$ cat config.mk
export PLATFORM = sky130hd
export DESIGN_NAME = if_stage
export DESIGN_NICKNAME = d
export VERILOG_FILES = /design/src/rtl/pcpu_pkg.sv /design/src/rtl/if_stage_pc_reg.sv /design/src/rtl/if_stage.sv
export SDC_FILE = /design/constraint.sdc
export NUM_CORES = 1
export LEC_CHECK = 0
export ABC_AREA = 0
export CORE_UTILIZATION = 47
export DETAILED_ROUTE_END_ITERATION = 16
export GPL_ROUTABILITY_DRIVEN = 0
export PLACE_DENSITY = 0.91
export RECOVER_POWER = 25
export SLEW_MARGIN = 20
export SYNTH_ARGS = -nofsm -noshare
export SYNTH_HDL_FRONTEND = slang
export SYNTH_SLANG_ARGS = --single-unit
$ cat constraint.sdc
create_clock -name clk -period 2.4 [get_ports clk]
set_input_delay 0.48 -clock clk [delete_from_list [all_inputs] [get_ports clk]]
set_output_delay 0.48 -clock clk [all_outputs]
set_load 0.1 [all_outputs]
$ cat src/rtl/pcpu_pkg.sv
// Purpose: shared PCPU pipeline defaults and the IF/ID record type used by fetch and decode.
// Latency: none (types and constants only).
// Backpressure: none (types and constants only).
package pcpu_pkg;

    localparam logic [31:0] RESET_PC = 32'h0000_0000;
    localparam logic [31:0] NOP_INST = 32'h0000_0000;

    // One IF/ID pipeline slot as seen by decode.
    typedef struct packed {
        logic [31:0] inst;
        logic [31:0] pc;
        logic [31:0] pc4;
        logic        valid;
        logic        err;
    } if_id_t;

endpackage

$ cat src/rtl/if_stage_pc_reg.sv
// Purpose: program counter with +4 adder, redirect/stall select and misaligned-target flag.
// Latency: PC updates on the rising edge; pc4 is combinational from the registered PC.
// Backpressure: stall holds PC and pc_err; redirect overrides stall.
module pc_reg
    import pcpu_pkg::*;
#(
    parameter logic [31:0] RESET_PC_VAL = RESET_PC
) (
    input  logic        clk,
    input  logic        rst,
    input  logic        stall,
    input  logic        redirect,
    input  logic [31:0] redirect_pc,
    output logic [31:0] pc,
    output logic [31:0] pc4,
    output logic        pc_err
);

    // Wraps modulo 2^32 naturally.
    assign pc4 = pc + 32'd4;

    // PC select: redirect (word-aligned target, remember misalignment) > stall > advance.
    always_ff @(posedge clk or negedge rst) begin
        if (!rst) begin
            pc     <= RESET_PC_VAL;
            pc_err <= 1'b0;
        end else if (redirect) begin
            pc     <= {redirect_pc[31:2], 2'b00};
            pc_err <= |redirect_pc[1:0];
        end else if (!stall) begin
            pc     <= pc4;
            pc_err <= 1'b0;
        end
    end

endmodule

$ cat src/rtl/if_stage.sv
// Purpose: instruction-fetch stage: drives the ROM address and captures the ROM word into IF/ID.
// Latency: one cycle from inst_addr to id_inst.
// Backpressure: stall freezes PC, IF/ID and fetch_count; redirect squashes IF/ID into a single bubble.
module if_stage
    import pcpu_pkg::*;
#(
    parameter logic [31:0] RESET_PC_VAL = RESET_PC,
    parameter logic [31:0] NOP_INST_VAL = NOP_INST
) (
    input  logic        clk,
    input  logic        rst,
    output logic [31:0] inst_addr,
    input  logic [31:0] inst_mem,
    input  logic        stall,
    input  logic        redirect,
    input  logic [31:0] redirect_pc,
    output logic [31:0] id_inst,
    output logic [31:0] id_pc,
    output logic [31:0] id_pc4,
    output logic        id_valid,
    output logic        id_err,
    output logic [31:0] fetch_count
);

    logic [31:0] pc;
    logic [31:0] pc4;
    logic        pc_err;
    if_id_t      if_id;

    pc_reg #(
        .RESET_PC_VAL (RESET_PC_VAL)
    ) u_pc_reg (
        .clk         (clk),
        .rst         (rst),
        .stall       (stall),
        .redirect    (redirect),
        .redirect_pc (redirect_pc),
        .pc          (pc),
        .pc4         (pc4),
        .pc_err      (pc_err)
    );

    // The ROM address comes straight from the PC register, so it only moves on an edge or reset.
    assign inst_addr = pc;

    // IF/ID slot: squash to a bubble on redirect, hold on stall, otherwise capture the fetched word.
    always_ff @(posedge clk or negedge rst) begin
        if (!rst) begin
            if_id <= '{inst: NOP_INST_VAL, pc: 32'd0, pc4: 32'd0, valid: 1'b0, err: 1'b0};
        end else if (redirect) begin
            if_id <= '{inst: NOP_INST_VAL, pc: 32'd0, pc4: 32'd0, valid: 1'b0, err: 1'b0};
        end else if (!stall) begin
            if_id <= '{inst: inst_mem, pc: pc, pc4: pc4, valid: 1'b1, err: pc_err};
        end
    end

    // Count instructions actually delivered to decode; bubbles and stalled cycles do not count.
    always_ff @(posedge clk or negedge rst) begin
        if (!rst) begin
            fetch_count <= 32'd0;
        end else if (!redirect && !stall) begin
            fetch_count <= fetch_count + 32'd1;
        end
    end

    assign id_inst  = if_id.inst;
    assign id_pc    = if_id.pc;
    assign id_pc4   = if_id.pc4;
    assign id_valid = if_id.valid;
    assign id_err   = if_id.err;

endmodule

==> flow_metrics.env <==
export IMPL_ys_ff_latch=158
export IMPL_path_max_fanout=9
export IMPL_rsz0062_at_grt="false"
export IMPL_mostFrequentLayoutCells="180 x buf_4, 126 x dfrtp_1, 111 x nor2_1"
export IMPL_clock_skew_ps=7.253
export IMPL_synth_area_mm2=0.007566
export IMPL_crit_chain="ha_4, nand4_2, or4_1, or4_1, a31oi_1"
export IMPL_hpwlAfterDp_um=14850
export IMPL_vias_per_cell=5.589
export IMPL_design_area_mm2=0.01038
export IMPL_coreArea_mm2=0.01577
export IMPL_relSlewSlack_pct=22.91
export IMPL_synthArstFlopShare_pct=100.0
export IMPL_antenna_found_initial=0
export IMPL_clockRootBuffer="clkbuf_16"
export IMPL_power_switching_w=0.003341
export IMPL_cp_common_cell="or4_1"
export IMPL_power_density_mw_per_mm2=854.1
export IMPL_synth_distinct_cells=49
export IMPL_synth_edf_count=0
export IMPL_leakagePower_nw=4.708
export IMPL_synth_cells=747
export IMPL_fmax_mhz=441.8
export IMPL_cp_required_ps=2750
export IMPL_fin_cells=1180
export IMPL_final_common_cell="buf_4"
export IMPL_ys_seq_area_share_pct=52.26
export IMPL_worstMarginPinSlew_ps=1156
export IMPL_setup_viol=0
export IMPL_htreeDepth=4
export IMPL_max_cap_violations=0
export IMPL_vias=6595
export IMPL_wl_per_cell_um=17.81
export IMPL_pin_count=230
export IMPL_critPathMaxStageDelay_ps=740
export IMPL_clock_latency_ps=420
export IMPL_final_setup_tns_ps=0
export IMPL_numCtsBuffers=17
export IMPL_die_area_mm2=0.01661
export IMPL_routed_wl_um=21020
export IMPL_placed_cells=1147
export IMPL_nets=1021
export IMPL_start_kind="flip-flop"
export IMPL_syn2layout_area_growth_pct=37.21
export IMPL_fp_row_count=46
export IMPL_clk_path_buf_depth=2
export IMPL_die_w_um=128.9
export IMPL_grt_pass1_wl_um=33700
export IMPL_first_pass_iters=5
export IMPL_die_y_um=128.9
export IMPL_port_buffers=227
export IMPL_postSynthAreaPerCell_um2=10.13
export IMPL_slowest_stage="or4_1"
export IMPL_cts_sinks=158
export IMPL_period_needed_ps=2263
export IMPL_fin_crit_sh_pct=94.31
export IMPL_critPathKind="reg -> reg"
export IMPL_hold_path_class="in -> reg"
export IMPL_ir_worst_vdd_mv=0.9866
export IMPL_drtIter0Drc=529
export IMPL_tritoncts="done"
export IMPL_critPathCaptureType="flip-flop"
export IMPL_p_sw_share_pct=37.68
export IMPL_seqPwrFrac_pct=35.4
export IMPL_slew_violations=0
export IMPL_drive_gt1_share_pct=26.87
export IMPL_start_util_pct=47.98
export IMPL_placed_area_mm2=0.009689
export IMPL_utilization_pct=65.83
export IMPL_yosys_warnings=0
export IMPL_grt_max_degree=76
export IMPL_comb_power_share_pct=28.9
export IMPL_track_usage_pct=26.38
export IMPL_p_clk_share_pct=35.7
export IMPL_overflow=0
export IMPL_status="completed"
export IMPL_arrival_ps=2610
export IMPL_ant_nets=0
export IMPL_path_clk_slew_ps=60
export IMPL_synth_flop_cell="dfrtp_1"
export IMPL_drc=0
export IMPL_p_int_w=0.005526
export IMPL_finalHoldViolations=0
export IMPL_grt_pass1_vias=6301
export IMPL_diodes=0
power groups by stage:
stage / Combinational (W) / Sequential [W] / Clock (W)
2_1_floorplan: 0.000507 / 0.00455 / 0
3_3_place_gp: 0.00255 / 0.00316 / 0
3_5_place_dp: 0.00257 / 0.00317 / 0
4_1_cts: 0.00258 / 0.00313 / 0.00322
5_1_grt: 0.00267 / 0.00317 / 0.00333
6_report: 0.00257 / 0.00314 / 0.00316
critical path: cells and delay by family, from the launching register on:
kind,cells,cell delay (ps)
adders and majority gates,1,170
AOI/OAI and AO/OA,1,170
and+or+nand+nor,3,1370
DFF,1,480
routing by layer:
metal	share of wire, %	vias to the layer above	track usage, %
li1	-	3058	-
met4	2.1	0	8.997
met5	0	-	0
met1	41	3189	34.58
met3	8.7	37	7.277
met2	48	311	42.26
metrics by stage:
step                hold WS (ps)  setup WS [ps]  power (W)
global placement           432.9          132.5   0.005715
detailed placement         435.7          75.04   0.005747
global route               385.6          43.34   0.009170
CTS                        378.7          56.49   0.008925
floorplan                  184.4          2.760   0.005054
finish                     396.6          136.6   0.008867
final timing paths:
| path | slack [ps] | from | depth (start not counted) | endpoint |
|---|---|---|---|---|
| max reg2reg | 140 | u_pc_reg.pc[2]$_DFFE_PN0N_ | 5 | u_pc_reg.pc[26]$_DFFE_PN0N_ |
| max | 140 | u_pc_reg.pc[2]$_DFFE_PN0N_ | 5 | u_pc_reg.pc[26]$_DFFE_PN0N_ |
| min | 400 | redirect | 3 | fetch_count[2]$_DFFE_PN0P_ |
| max in group asynchronous | 570 | rst | 3 | u_pc_reg.pc[2]$_DFFE_PN0N_ |
| min reg2reg | 490 | fetch_count[31]$_DFFE_PN0P_ | 1 | fetch_count[31]$_DFFE_PN0P_ |
| min in group asynchronous | 830 | rst | 2 | id_pc4[31]$_DFFE_PN0N_ |
kinds of logic after synthesis:
group	share of synthesized area [%]
fa+ha+maj	0.3307
xor+xnor	6.367
other cells	0.04956
mux	7.822
compound gates	8.831
flops	52.26
buf+inv	4.614
simple gates	19.73
layout make-up:
| type | instances | area (um^2) |
|---|---|---|
| tap | 216 | 270.3 |
| inverter | 10 | 37.54 |
| sequential | 158 | 4009 |
| clock buffer | 20 | 466.7 |
| clock inverter | 12 | 230.2 |
| multi-input combinational | 511 | 3283 |
| fill | 1273 | 5389 |
| timing repair buffer | 253 | 2085 |
cell usage after synthesis, drive strengths merged (6+ instances only):
cell type,instances,area (um^2)
a21oi,15,75.07
nor2,111,416.7
clkbuf,37,141.4
and4,13,113.9
xor2,9,78.83
nand4,34,219.0
or4,19,146.4
xnor2,46,402.9
a311oi,11,96.34
o31ai,11,82.58
and3,10,62.56
nand2,46,172.7
or3,8,50.05
dfrtp,158,3954
nand3,24,125.1
a31oi,11,68.82
o21ai,25,125.1
a211oi,8,60.06
inv,10,37.54
nor4,6,37.54
buf,32,170.2
nor3,9,45.04
mux2i,58,580.6
what timing repair did:
action / in CTS / in global routing
setup buffers: 0 / 0
hold endpoints to repair: 39 / 0
setup endpoints to repair: 0 / 2
hold buffers: 1 / 0
resized for setup: 0 / 1
Note: power is estimated with default switching activity, not from simulation.
